`src/rtl/hotspot_pkg.sv`:
```
// hotspot_pkg: shared constants, FSM state type and pixel helpers for the
// hotspot locator. The HOTSPOT_SMOOTH_EN build uses smooth_step() to ease the
// sprite toward each new peak instead of jumping.
package hotspot_pkg;

    localparam int DEF_GRID_W = 16;
    localparam int DEF_GRID_H = 9;
    localparam int DEF_PWR_W  = 24;
    localparam int DEF_CELL_W = 30;
    localparam int DEF_CELL_H = 30;
    localparam int DEF_H_RES  = 480;
    localparam int DEF_V_RES  = 272;
    localparam int DEF_MARGIN = 24;
    localparam int SMOOTH_SH  = 2;

    localparam int N_CELLS = DEF_GRID_W * DEF_GRID_H;
    localparam int IDX_W   = $clog2(N_CELLS);

    typedef enum logic [1:0] {
        ST_IDLE,
        ST_SCAN,
        ST_MAP
    } state_t;

    // Limit a signed pixel coordinate to [lo, hi] so the sprite stays on screen.
    function automatic logic [15:0] clamp_px(input logic signed [16:0] v,
                                             input int lo, input int hi);
        int vi;
        vi = int'(v);
        if (vi < lo)
            return 16'(lo);
        else if (vi > hi)
            return 16'(hi);
        else
            return v[15:0];
    endfunction

    // Move cur a fraction of the way toward tgt (signed 17-bit arithmetic).
    function automatic logic signed [16:0] smooth_step(input logic [15:0] cur,
                                                       input logic [15:0] tgt);
        logic signed [16:0] diff;
        diff = signed'({1'b0, tgt}) - signed'({1'b0, cur});
        return signed'({1'b0, cur}) + (diff >>> SMOOTH_SH);
    endfunction

endpackage

```
`src/rtl/hotspot_argmax.sv`:
```
// hotspot_argmax: running maximum over one raster scan of the steering grid.
// Tracks the position of the incoming sample and of the best sample so far;
// strict comparison means the first occurrence of a tied maximum is kept.
module hotspot_argmax
    import hotspot_pkg::*;
#(
    parameter int GRID_W = DEF_GRID_W,
    parameter int GRID_H = DEF_GRID_H,
    parameter int PWR_W  = DEF_PWR_W,
    parameter int CELLS  = N_CELLS,
    parameter int CNT_W  = IDX_W,
    localparam int COL_W = $clog2(GRID_W),
    localparam int ROW_W = $clog2(GRID_H)
) (
    input  logic             i_clk,
    input  logic             i_rst,
    input  logic             i_take,
    input  logic             i_frame_start,
    input  logic             i_scanning,
    input  logic [PWR_W-1:0] i_data,
    output logic             o_last,
    output logic             o_restart,
    output logic [PWR_W-1:0] o_max,
    output logic [COL_W-1:0] o_col,
    output logic [ROW_W-1:0] o_row
);

    logic [PWR_W-1:0] r_max;
    logic [COL_W-1:0] r_cur_col;
    logic [ROW_W-1:0] r_cur_row;
    logic [COL_W-1:0] r_best_col;
    logic [ROW_W-1:0] r_best_row;
    logic [CNT_W-1:0] r_cnt;

    logic w_start;
    logic w_step;

    assign w_start   = i_take & i_frame_start;
    assign w_step    = i_take & i_scanning & ~i_frame_start;
    assign o_restart = i_take & i_scanning & i_frame_start;
    assign o_last    = w_step & (r_cnt == CNT_W'(CELLS - 1));
    assign o_max     = r_max;
    assign o_col     = r_best_col;
    assign o_row     = r_best_row;

    // A frame_start transfer seeds the scan at index 0; later transfers update the max and advance the raster position.
    always_ff @(posedge i_clk) begin
        if (i_rst) begin
            r_max      <= '0;
            r_cur_col  <= '0;
            r_cur_row  <= '0;
            r_best_col <= '0;
            r_best_row <= '0;
            r_cnt      <= '0;
        end else if (w_start) begin
            r_max      <= i_data;
            r_best_col <= '0;
            r_best_row <= '0;
            r_cur_col  <= COL_W'(1);
            r_cur_row  <= '0;
            r_cnt      <= CNT_W'(1);
        end else if (w_step) begin
            if (i_data > r_max) begin
                r_max      <= i_data;
                r_best_col <= r_cur_col;
                r_best_row <= r_cur_row;
            end
            r_cnt <= r_cnt + CNT_W'(1);
            if (r_cur_col == COL_W'(GRID_W - 1)) begin
                r_cur_col <= '0;
                r_cur_row <= r_cur_row + ROW_W'(1);
            end else begin
                r_cur_col <= r_cur_col + COL_W'(1);
            end
        end
    end

endmodule

```
`src/rtl/hotspot_locator.sv`:
```
// hotspot_locator: finds the peak cell of each power scan, maps it to a clamped
// sprite centre and presents it to the overlay only on a vsync rising edge.
// Optional macro HOTSPOT_SMOOTH_EN eases the sprite toward each new hit.
module hotspot_locator
    import hotspot_pkg::*;
#(
    parameter int GRID_W = DEF_GRID_W,
    parameter int GRID_H = DEF_GRID_H,
    parameter int PWR_W  = DEF_PWR_W,
    parameter int CELL_W = DEF_CELL_W,
    parameter int CELL_H = DEF_CELL_H,
    parameter int H_RES  = DEF_H_RES,
    parameter int V_RES  = DEF_V_RES,
    parameter int MARGIN = DEF_MARGIN
) (
    input  logic             i_clk_pix,
    input  logic             i_rst,
    input  logic             i_frame_start,
    input  logic             i_pwr_valid,
    input  logic [PWR_W-1:0] i_pwr_data,
    output logic             o_pwr_ready,
    input  logic [PWR_W-1:0] i_min_pwr,
    input  logic             i_vsync,
    output logic [15:0]      o_pix_x,
    output logic [15:0]      o_pix_y,
    output logic             o_spot_valid,
    output logic [PWR_W-1:0] o_peak_pwr,
    output logic             o_scan_err
);

    localparam int CELLS = GRID_W * GRID_H;
    localparam int CNT_W = $clog2(CELLS);
    localparam int COL_W = $clog2(GRID_W);
    localparam int ROW_W = $clog2(GRID_H);
    localparam int X_MAX = H_RES - 1 - MARGIN;
    localparam int Y_MAX = V_RES - 1 - MARGIN;

    state_t           r_state;
    logic             r_ready;
    logic             r_vsync_d;
    logic             r_pend;
    logic [15:0]      r_stage_x;
    logic [15:0]      r_stage_y;
    logic [PWR_W-1:0] r_stage_max;
    logic             r_stage_hit;
    logic [15:0]      r_pix_x;
    logic [15:0]      r_pix_y;
    logic             r_spot_valid;
    logic [PWR_W-1:0] r_peak_pwr;
    logic             r_scan_err;
`ifdef HOTSPOT_SMOOTH_EN
    logic             r_seeded;
`endif

    logic             w_take;
    logic             w_last;
    logic             w_restart;
    logic [PWR_W-1:0] w_max;
    logic [COL_W-1:0] w_col;
    logic [ROW_W-1:0] w_row;
    logic [15:0]      w_x;
    logic [15:0]      w_y;
    logic [15:0]      w_x_cl;
    logic [15:0]      w_y_cl;
    logic             w_vs_rise;
    logic             w_update;

    assign w_take       = i_pwr_valid & r_ready;
    assign o_pwr_ready  = r_ready;
    assign o_pix_x      = r_pix_x;
    assign o_pix_y      = r_pix_y;
    assign o_spot_valid = r_spot_valid;
    assign o_peak_pwr   = r_peak_pwr;
    assign o_scan_err   = r_scan_err;

    hotspot_argmax #(
        .GRID_W (GRID_W),
        .GRID_H (GRID_H),
        .PWR_W  (PWR_W),
        .CELLS  (CELLS),
        .CNT_W  (CNT_W)
    ) u_argmax (
        .i_clk         (i_clk_pix),
        .i_rst         (i_rst),
        .i_take        (w_take),
        .i_frame_start (i_frame_start),
        .i_scanning    (r_state == ST_SCAN),
        .i_data        (i_pwr_data),
        .o_last        (w_last),
        .o_restart     (w_restart),
        .o_max         (w_max),
        .o_col         (w_col),
        .o_row         (w_row)
    );

    assign w_x       = 16'(w_col) * 16'(CELL_W) + 16'(CELL_W / 2);
    assign w_y       = 16'(w_row) * 16'(CELL_H) + 16'(CELL_H / 2);
    assign w_x_cl    = clamp_px(signed'({1'b0, w_x}), MARGIN, X_MAX);
    assign w_y_cl    = clamp_px(signed'({1'b0, w_y}), MARGIN, Y_MAX);
    assign w_vs_rise = i_vsync & ~r_vsync_d;
    assign w_update  = w_vs_rise & r_pend;

    // Scan sequencing: wait for a frame_start, count the scan, then spend one cycle in MAP with the input stalled.
    always_ff @(posedge i_clk_pix) begin
        if (i_rst) begin
            r_state <= ST_IDLE;
            r_ready <= 1'b1;
        end else begin
            case (r_state)
                ST_IDLE: begin
                    if (w_take && i_frame_start)
                        r_state <= ST_SCAN;
                end
                ST_SCAN: begin
                    if (w_last) begin
                        r_state <= ST_MAP;
                        r_ready <= 1'b0;
                    end
                end
                ST_MAP: begin
                    r_state <= ST_IDLE;
                    r_ready <= 1'b1;
                end
                default: begin
                    r_state <= ST_IDLE;
                    r_ready <= 1'b1;
                end
            endcase
        end
    end

    // Stage each mapped result and release it to the overlay only on a vsync rising edge; a result staged in the same cycle waits for the next edge.
    always_ff @(posedge i_clk_pix) begin
        if (i_rst) begin
            r_vsync_d    <= 1'b0;
            r_pend       <= 1'b0;
            r_stage_x    <= '0;
            r_stage_y    <= '0;
            r_stage_max  <= '0;
            r_stage_hit  <= 1'b0;
            r_pix_x      <= 16'(H_RES / 2);
            r_pix_y      <= 16'(V_RES / 2);
            r_spot_valid <= 1'b0;
            r_peak_pwr   <= '0;
            r_scan_err   <= 1'b0;
`ifdef HOTSPOT_SMOOTH_EN
            r_seeded     <= 1'b0;
`endif
        end else begin
            r_vsync_d  <= i_vsync;
            r_scan_err <= w_restart;

            if (r_state == ST_MAP) begin
                r_stage_x   <= w_x_cl;
                r_stage_y   <= w_y_cl;
                r_stage_max <= w_max;
                r_stage_hit <= (w_max >= i_min_pwr);
                r_pend      <= 1'b1;
            end else if (w_update) begin
                r_pend <= 1'b0;
            end

            if (w_update) begin
                r_spot_valid <= r_stage_hit;
                r_peak_pwr   <= r_stage_max;
                if (r_stage_hit) begin
`ifdef HOTSPOT_SMOOTH_EN
                    if (r_seeded) begin
                        r_pix_x <= clamp_px(smooth_step(r_pix_x, r_stage_x), MARGIN, X_MAX);
                        r_pix_y <= clamp_px(smooth_step(r_pix_y, r_stage_y), MARGIN, Y_MAX);
                    end else begin
                        r_pix_x <= r_stage_x;
                        r_pix_y <= r_stage_y;
                    end
                    r_seeded <= 1'b1;
`else
                    r_pix_x <= r_stage_x;
                    r_pix_y <= r_stage_y;
`endif
                end
            end
        end
    end

endmodule

```
`config.mk`:
```
export PLATFORM = sky130hd
export DESIGN_NAME = hotspot_locator
export DESIGN_NICKNAME = d
export VERILOG_FILES = /design/src/rtl/hotspot_pkg.sv /design/src/rtl/hotspot_argmax.sv /design/src/rtl/hotspot_locator.sv
export SDC_FILE = /design/constraint.sdc
export NUM_CORES = 1
export LEC_CHECK = 0
export ABC_AREA = 1
export BUFFER_PORTS_ARGS = -buffer_cell sky130_fd_sc_hd__buf_2
export CAP_MARGIN = 20
export CORE_UTILIZATION = 58
export CTS_BUF_LIST = sky130_fd_sc_hd__clkbuf_16
export DETAILED_ROUTE_END_ITERATION = 8
export HOLD_SLACK_MARGIN = 0.06
export PLACE_DENSITY = 0.91
export SLEW_MARGIN = 20
export SYNTH_ARGS = -nofsm -noshare
export SYNTH_HDL_FRONTEND = slang
export SYNTH_SLANG_ARGS = --single-unit
```
`constraint.sdc`:
```
create_clock -name i_clk_pix -period 3.3 [get_ports i_clk_pix]
set_input_delay 0.33 -clock i_clk_pix [delete_from_list [all_inputs] [get_ports i_clk_pix]]
set_output_delay 0.33 -clock i_clk_pix [all_outputs]
set_load 0.05 [all_outputs]
```
Word level (Yosys, flattened, before mapping)
Index checks and enable logic that the tools add are counted.
{"block": "word_totals", "register_bits": 168, "in_bits": 53, "wordCells": 82}
{"block": "classes", "n_addsub": 5, "n_mul": 2, "magnitude_cmp": 6, "n_eq_ne": 6, "muxes": 19, "bitwise": 11, "n_reduce_logical": 12}
{"operator": "$mux 24", "n": 3}
{"operator": "$mux 10", "n": 4}
{"operator": "$ge 24x24->1", "n": 1}
{"operator": "$gt 24x24->1", "n": 1}
{"operator": "$add 9x4->10 const B", "n": 2}
{"operator": "$lt 10x5->1 const B", "n": 2}
{"operator": "$mul 4x4->8 const B", "n": 2}
{"operator": "$reduce_and 2->1", "n": 6}
{"operator": "$gt 10x8->1 const B", "n": 1}
{"operator": "$gt 10x9->1 const B", "n": 1}
{"operator": "$add 4x1->4 const B", "n": 2}
{"operator": "$add 8x1->8 const B", "n": 1}
{"operator": "$and 1x1->1", "n": 8}
{"operator": "$eq 8x8->1 const B", "n": 1}
{"operator": "$mux 1", "n": 7}
{"operator": "$reduce_bool 2->1", "n": 3}
{"operator": "$eq 4x4->1 const B", "n": 1}
{"operator": "$mux 2", "n": 2}
{"operator": "$mux 4", "n": 1}
{"operator": "$ne 2x2->1 const B", "n": 2}
{"operator": "$pmux 2 s2", "n": 1}
{"operator": "$not 1->1", "n": 3}
{"operator": "$eq 2x1->1 const B", "n": 1}
{"operator": "$eq 2x2->1 const B", "n": 1}
{"operator": "other kinds (4)", "n": 4}

Depth between registers and ports, before layout
Gate-level depths: netlist of run 1.
{"block": "depth", "depth_word": 6, "mapped_depth": 18, "mapped_depth_nobuf": 18}

Cells and area by module
From an unflattened synthesis of run 1, not the netlist that was laid out.
{"block": "unflattened", "cells_unflattened": 1113, "area_unflattened_um2": 8104.0}
{"module": "hotspot_locator", "n_inst": 1, "cells_each": 736, "area_each_um2": 5358.9}
{"module": "hotspot_argmax", "n_inst": 1, "cells_each": 377, "area_each_um2": 2745.1}

Worst setup path before layout of run 1
OpenSTA, ideal clock, no wires.
{"block": "synth_path", "path_kind": "flip-flop to flip-flop", "from": "register u_argmax.r_best_col[0], in the netlist u_argmax.o_col[0]", "to": "register r_stage_x[1]", "setup_ns": 0.070, "t_arrival_ns": 2.924, "required_time_ns": 3.230, "path_slack_ns": 0.306, "stages_incl_launch_ff": 16, "path_buffers": 0, "period_less_slack_ns": 2.994, "path_cell_list": "dfxtp_1 > fa_1 > fa_1 > inv_1 > fa_1 > inv_1 > nand2_1 > nor2_2 > nand3_1 > nor2_1 > nand2_2 > nand2_1 > nor2_1 > a21oi_2 > nand2_1 > a21oi_1"}
{"block": "synth_between", "elab_chain_cells": 5, "word_cells_on_any_way": 6}
{"item": "from (decl)", "line": "hotspot_argmax.sv:31", "text": "logic [COL_W-1:0] r_best_col;"}
{"item": "from (signal assigned)", "line": "hotspot_argmax.sv:65", "text": "r_best_col <= r_cur_col;"}
{"item": "$mul 4x4->8 *", "line": "hotspot_locator.sv:96", "text": "assign w_x = 16'(w_col) * 16'(CELL_W) + 16'(CELL_W / 2);"}
{"item": "$add 9x4->10 *", "line": "hotspot_locator.sv:96"}
{"item": "$gt 10x9->1", "line": "hotspot_pkg.sv:32", "text": "else if (vi > hi)"}
{"item": "$mux 10", "line": "hotspot_pkg.sv:32"}
{"item": "$mux 10 *", "line": "hotspot_pkg.sv:30", "text": "if (vi < lo)"}
{"item": "to (signal assigned)", "line": "hotspot_locator.sv:154", "text": "r_stage_x <= w_x_cl;"}
{"item": "to (decl)", "line": "hotspot_locator.sv:42", "text": "logic [15:0] r_stage_x;"}
Every way passes the cells marked *; elsewhere a longest branch is shown, timed or not.
A chain may end at the register's enable or synchronous reset.

Worst setup path in the final report of run 1
{"block": "layout_path", "from": "register u_argmax.r_best_col[2], in the netlist u_argmax.o_col[2]", "to": "register r_stage_x[3]"}
The elaborated chain is that of the path after synthesis.

==> impl_results.md, run 1 <==
- Total Power: ~4 mW
- Clk root buf: clkbuf_16
- Slew HR: 33.92%
- CP max stage delay: 620 ps
- Tmin final: 3243 ps
- Via Count: ~7400
- CP cell instances: fa_1 > fa_1 > inv_2 > fa_2 > inv_2 > nand2_1 > nor2_2 > nand3_2 > nor2_2 > nand2_2 > nand2_2 > nor2_1 > a21oi_2 > buf_4 > a21oi_1
- CP max FO: 4
- Setup Viol. Count Final: 0
- Hold Crit Class: in2reg
- Worst setup margin: 57.28 ps
- Final Wtd Congestion: 0.8178
- Initial antenna violation count: 2
- Port Buffers: around 100
- Fmax: 308.4 MHz
- Initial Utilization: between 50% and 60%
- Clock Latency Late Sink: 430 ps
- H-tree Lvls: 4
- Setup Skew: approximately 12 ps
- CP Data Arrival Time: 3540 ps
- Final ANT Viol Nets: 0
- Multi-input logic area: 0.004362 mm^2
- Chip width: 118.9 um
- Crit end category: register
- Slew @ Worst Pin: 985.1 ps
- Slowest CP cell: fa_1
- Post-Syn Area: 0.007920 mm^2
- Sink Count: 144
- Reg clk slew, reported paths: 60 ps
- Buf+Inv Stages, Crit Path: 3
- Dpl hpwl: ~13000 um
- Flip-flop and latch area: 0.002893 mm^2
- I/O pin count: 112
- Nets: between 1000 and 1500
- Die Y: around 120 um
- Post-synthesis register bit count: between 100 and 150
- Fill count: 1003
- Post-place setup slack: 4.227 ps
- Total gr overflow: 0
- CP delay by family, top: adder cells
- TritonCTS clock tree: done
- DIE AREA: roughly 0.014 mm^2
- Startpoint type of the worst setup path: register
- Final Slew Violations: 0
- Final WL: 19010 um
- DR WL/cell: 13.89 um
- Distinct cell type count of the synthesized netlist: 35
- Residual DRC count: 0
- Vias in the first global route: 6862
- Max Cap Viol: 0
- Register area share after synthesis: 36.40%
- Pwr Density: 437.3 mW/mm^2
- Mean Syn Cell Area: 7.293 um^2
- Vias/cell: 5.418
- Max IR drop VDD: 0.0004544 V
- Core Rows: 42
- Initial DRC Count: between 600 and 700
- Fraction of layout cells with a size suffix above 1: 16.36%
- TritonRoute pass-1 iters: 7
- First-pass GRT wire length: 30550 um
- Outcome: finished clean
- Final Hold Viols: 0
- CP Class: reg2reg
- Worst path required time: roughly 3600 ps
- Setup TNS: 0 ps
- Post-synthesis cell count: between 1000 and 1500
- Area Overhead vs Synth: 15.96%
- Pin count of the biggest net entering global routing: 58
- Num CTS Buffers: 17
- Core area: 0.01330 mm^2
- Clock Path Buffers: 2
- Lkg Pwr: 4.482 nW
- Crit share post-route: 98.26%
- Total GRT Usage: 26.85%
- YS warnings: 0
registers in the layout, summed over array words and instances (netlist names), 2 cells and up:
name,flops
r_stage_x,10
r_stage_max,24
u_argmax.r_cur_col,4
u_argmax.o_row,4
r_state,2
u_argmax.r_cnt,8
o_pix_x,10
u_argmax.o_col,4
u_argmax.o_max,24
r_stage_y,10
o_pix_y,10
o_peak_pwr,24
u_argmax.r_cur_row,4
timing repair:
item | CTS | global route
pin swaps | 0 | 13
setup endpoints to repair | 1 | 13
gates resized for setup | 1 | 31
cloned | 0 | 0
endpoints found under the hold margin | 0 | 0
hold buffers | 0 | 0
buffers inserted | 0 | 6
placed cells by master (no fill, tap or decap), drive strengths merged, types with 2 or more instances in the layout:
cell and instances:
nand2 253, nand3 74, or2 2, inv 143, nor2 74, nand4 17, o21a 2, ha 80
buf 116, xnor2 3, o21ai 51, clkinvlp 7, dfxtp 144, o211ai 4, conb 12, xor2 8
a21oi 153, clkinv 6, nand3b 3, nor3 8, fa 10, clkbuf 17
Yosys cell counts:
cell type	count	area share [%]
nand2_1	250	12
a21oi_1	151	9.5
dfxtp_1	144	36
inv_1	137	6.5
ha_1	80	13
nand3_1	74	4.7
nor2_1	69	3.3
o21ai_0	51	3.2
clkbuf_1	34	1.6
nand4_1	17	1.3
buf_4	12	1.1
fa_1	10	2.5
xor2_1	8	0.88
nor3_1	7	0.44
buf_2	4	0.25
inv_2	4	0.19
o211ai_1	4	0.38
buf_6	3	0.43
nand2_2	3	0.24
nand3b_1	3	0.28
xnor2_1	3	0.33
a21oi_2	2	0.22
nor2_2	2	0.16
nor2_4	2	0.28
o21a_1	2	0.19
a21o_1	1	0.095
a31oi_1	1	0.079
conb_1	1	0.047
inv_4	1	0.079
nor2_8	1	0.25
nor3_2	1	0.13
nor4_1	1	0.079
o31ai_1	1	0.095
or2_1	1	0.079
or2_2	1	0.079
logic make-up after synthesis:
family	Yosys count	share of synthesized area, %
AND/OR/NAND/NOR	432	23.16
flip-flops	144	36.40
other	1	0.04735
XOR/XNOR	11	1.217
AO/OA/AOI/OAI	213	13.82
buffers and inverters	195	10.19
adder cells (fa/ha/maj)	90	15.17
final timing paths:
path,end,startpoint,depth (start not counted),slack [ps]
worst max-delay path,r_stage_x[3],u_argmax.o_col[2],15,60
worst min register to register,r_stage_x[9],r_stage_x[9],2,450
worst min-delay path,r_vsync_d,i_vsync,3,130
worst max register to register,r_stage_x[3],u_argmax.o_col[2],15,60
cell type report:
type,count,share of cell area (%)
Antenna cell,1,0.02725
Clock inverter,15,1.335
Multi-Input combinational cell,758,47.49
Inverter,142,5.831
Tap cell,176,2.398
Clock buffer,17,4.632
Timing Repair Buffer,116,6.785
Sequential cell,144,31.50
worst min-delay path: stages:
cell and delay (ps):
buf_2 80, inv_1 40, nor2_1 70
metal layers:
metal / part of all wire (%) / vias up / track usage, % / wire length (um)
met5: 0.042 / - / 0 / 8
met4: 2.4 / 2 / 10.60 / 448
met3: 5.8 / 43 / 6.561 / 1107
met2: 49 / 276 / 45.36 / 9272
met1: 43 / 3404 / 32.82 / 8178
li1: - / 3692 / - / -
power breakdown:
group	total [mW]	internal (mW)	switching, mW	leakage, nW
Combinational	0.456	0.163	0.293	3.06
Sequential	1.79	1.77	0.0196	1.17
Clock	1.77	1.03	0.748	0.252
Total	4.02	2.96	1.06	4.48
stage by stage:
stage	cells	area (um^2)	utilization (%)	hold WS, ps
floorplan	1097	7961	-	423.6
global placement	1330	8501	63.94	433.1
detailed placement	1330	8501	63.94	434.9
CTS	1362	9050	68.07	137.8
global route	1369	9184	69.08	154.6
finish	1369	9184	69.08	129.5
Power figures use the tool's default switching activity.
==> inputs of run 2 (changes only) <==
--- a/config.mk
+++ b/config.mk
@@ -12,8 +12,10 @@
 export CTS_BUF_LIST = sky130_fd_sc_hd__clkbuf_16
 export DETAILED_ROUTE_END_ITERATION = 8
 export HOLD_SLACK_MARGIN = 0.06
-export PLACE_DENSITY = 0.91
+export PLACE_DENSITY = 0.9
+export REMOVE_ABC_BUFFERS = 1
 export SLEW_MARGIN = 20
 export SYNTH_ARGS = -nofsm -noshare
 export SYNTH_HDL_FRONTEND = slang
+export SYNTH_HIERARCHICAL = 1
 export SYNTH_SLANG_ARGS = --single-unit
==> run 2 against run 1 <==
Effect of this change: sequential share of layout area is 0.67 points lower; first-iteration DRC count shrank 28%; design area is 2.4% higher; flip-flop and latch count is the same; clock power increased by 12%; routed wire length shrank 0.31%; utilization is 0.82 points higher; largest cell class unchanged; highest routed layer is now met4.
==> impl_results.md, run 2 <==
- Register area share after synthesis: 35.57% (was 36.40%)
- Mean Syn Cell Area: 7.281 um^2 (was 7.293 um^2)
- Via Count: 7403 (was 7417)
- Outcome: finished clean (unchanged)
- Slew HR: 45.68% (was 33.92%)
- Number of synthesized flops with an enable pin: 0 (unchanged)
- Core Rows: 42 (unchanged)
- Hold Slack: 109.8 ps (was 129.5 ps)
- Port Buffers: 99 (unchanged)
- Commonest non-fill, non-tap cell in the layout: nand2_1 (unchanged)
- Total GRT Usage: 27.04% (was 26.85%)
- TritonCTS clock tree: done (unchanged)
- Hold Crit Class: in2reg (unchanged)
- Post-synthesis register bit count: 144 (unchanged)
- Max Cap Viol: 0 (unchanged)
- I/O pin count: 112 (unchanged)
- Dpl hpwl: 13350 um (was 13180 um)
- Lkg Pwr: 4.638 nW (was 4.482 nW)
- Fraction of layout cells with a size suffix above 1: 18.66% (was 16.36%)
- Post-synthesis cell count: 1113 (was 1086)
- Initial antenna violation count: 0 (was 2)
- Asr flop ratio synth: 0% (unchanged)
- Residual DRC count: 0 (unchanged)
- Worst Setup EP: r_stage_y[1] (was r_stage_x[3])
- Setup Skew: 6.757 ps (was 12.17 ps)
- Final ANT Viol Nets: 0 (unchanged)
- Final Wtd Congestion: 0.8521 (was 0.8178)
- CP Data Arrival Time: 3440 ps (was 3540 ps)
- Num CTS Buffers: 17 (unchanged)
- Slew @ Worst Pin: 813.9 ps (was 985.1 ps)
- First-pass GRT wire length: 31190 um (was 30550 um)
- Vias/cell: 5.295 (was 5.418)
- CP Class: reg2reg (unchanged)
- YS warnings: 6 (was 0)
- R2R setup slack: 150 ps (was 60 ps)
- Total gr overflow: 0 (unchanged)
- H-tree Lvls: 4 (unchanged)
- Pin count of the biggest net entering global routing: 52 (was 58)
- Final Slew Violations: 0 (unchanged)
- Sink Count: 144 (unchanged)
- Setup TNS: 0 ps (unchanged)
- Yosys top cell by area: dfxtp_1 (unchanged)
- Reg2reg start: u_argmax/o_row[1] (was u_argmax.o_col[2])
- Most common library cells after synthesis: nand2_1, dfxtp_1, nor2_1 (was nand2_1, a21oi_1, dfxtp_1)
- Reg clk slew, reported paths: 60 ps (about the same)
- Final WL: 18960 um (was 19010 um)
- Crit share post-route: 95.36% (was 98.26%)
- Beginning of the critical path: u_argmax/o_row[1] (was u_argmax.o_col[2])
- Die Y: 120.2 um (was 118.9 um)
- Max IR drop VDD: 0.0003392 V (was 0.0004544 V)
- Distinct cell type count of the synthesized netlist: 38 (was 35)
- Worst r2r dst: r_stage_y[1] (was r_stage_x[3])
- CP max FO: 4 (unchanged)
- Nets: 1353 (was 1322)
- Commonest non-fill, non-tap cells in the layout: nand2_1, dfxtp_1, nor2_1 (was nand2_1, a21oi_1, dfxtp_1)
- Startpoint type of the worst setup path: register (unchanged)
- Initial DRC Count: 475 (was 658)
- Slowest CP cell: fa_1 (unchanged)
- Share of the synthesized area in the top cell type: 35.57% (was 36.40%)
- DIE AREA: 0.01445 mm^2 (was 0.01413 mm^2)
- Setup Viol. Count Final: 0 (unchanged)
- Fill count: 1034 (was 1003)
- TritonRoute pass-1 iters: 4 (was 7)
- Crit end category: register (unchanged)
- Top post-synthesis cells by area: dfxtp_1, ha_1, nand2_1, nor2_1, inv_1 (was dfxtp_1, ha_1, nand2_1, a21oi_1, inv_1)
- CP max stage delay: 580 ps (was 620 ps)
- DR WL/cell: 13.56 um (was 13.89 um)
- Worst path required time: 3590 ps (was 3600 ps)
- Initial Utilization: 60.24% (was 59.57%)
- Clock Path Buffers: 2 (unchanged)
- Clock Latency Late Sink: 440 ps (was 430 ps)
- CP cell instances: fa_1 > fa_1 > inv_1 > fa_1 > xor2_1 > o21ai_0 > nand2_1 > nand2_1 > nor2_1 > nand2_2 > nand3b_1 > a21oi_1 (was fa_1 > fa_1 > inv_2 > fa_2 > inv_2 > nand2_1 > nor2_2 > nand3_2 > nor2_2 > nand2_2 > nand2_2 > nor2_1 > a21oi_2 > buf_4 > a21oi_1)
- R2R cell count: 12 (was 15)
- Antenna cell count: 0 (was 1)
- Final Hold Viols: 0 (unchanged)
- Vias in the first global route: 6951 (was 6862)
- Predominant post-synthesis flop cell: dfxtp_1 (unchanged)
- Tmin final: 3147 ps (was 3243 ps)
- Chip width: 120.2 um (was 118.9 um)
- Area Overhead vs Synth: 16.03% (was 15.96%)
- Hold path start: i_vsync (unchanged)
- Cell mode on critical path: fa_1
- Fmax: 317.8 MHz (was 308.4 MHz)
- Core area: 0.01345 mm^2 (was 0.01330 mm^2)
- Pwr Density: 452.2 mW/mm^2 (was 437.3 mW/mm^2)
- Clk root buf: clkbuf_16 (unchanged)
- Post-Syn Area: 0.008104 mm^2 (was 0.007920 mm^2)
- Cell with the most instances after synthesis: nand2_1 (unchanged)
run 2: power by group:
group / internal (mW) / switching (mW)
registers: 1.77 / 0.0332
clock network: 1.20 / 0.790
logic: 0.169 / 0.295
total: 3.13 / 1.12
run 2: worst min path at each step:
stage / to / slack, ps / depth (start not counted)
floorplan: o_peak_pwr[0] / 400 / 1
global placement: r_stage_y[9] / 430 / 2
detailed placement: r_stage_y[8] / 430 / 2
CTS: r_vsync_d / 100 / 3
global route: r_vsync_d / 130 / 3
finish: r_vsync_d / 110 / 3
run 2: through the flow:
step	total power, mW	setup slack (ps)	utilization, %	cells	cell area, um^2
detailed placement	2.275	24.56	64.52	1360	8680
finish	4.252	153.0	69.89	1398	9403
global route	4.402	-42.83	69.89	1398	9403
floorplan	2.141	-105.1	-	1072	7859
CTS	4.254	5.699	69.06	1392	9290
global placement	2.258	196.7	64.52	1360	8680
run 2: cells by family after synthesis:
family | synth area share (%)
flops | 35.57
fa+ha+maj | 14.98
compound gates | 13.05
simple gates | 25.57
other cells | 0.04627
xor+xnor | 0.8646
buf+inv | 9.928
run 2: area by class of cell:
class	instances	area, um^2	area share (%)
timing repair buffer	118	638.1	6.786
tap	176	220.2	2.342
clock inverter	15	185.2	1.969
inverter	138	518.0	5.509
clock buffer	17	425.4	4.524
multi-input combinational	790	4517	48.04
sequential	144	2899	30.83
run 2: metal layers:
| layer | vias to the layer above | global-route usage (%) | part of all wire, % |
|---|---|---|---|
| li1 | 3744 | - | - |
| met2 | 247 | 43.39 | 47 |
| met5 | - | 0 | 0 |
| met3 | 51 | 5.236 | 6.2 |
| met4 | 0 | 13.83 | 3.3 |
| met1 | 3361 | 34.53 | 44 |
run 2: repair_timing:
| item | 4_1_cts | 5_1_grt |
|---|---|---|
| hold buffers | 0 | 0 |
| resized for setup | 0 | 30 |
| buffers inserted | 0 | 6 |
| endpoints found under the setup margin | 0 | 15 |
run 2: critical path, delay by kind of cell, from the launching register on:
family                   cells  cell delay [ps]
XOR/XNOR                     1              290
flip-flops                   1              350
AND/OR/NAND/NOR              5              550
buffers and inverters        1               60
adder cells (fa/ha/maj)      3             1510
AO/OA/AOI/OAI                2              240
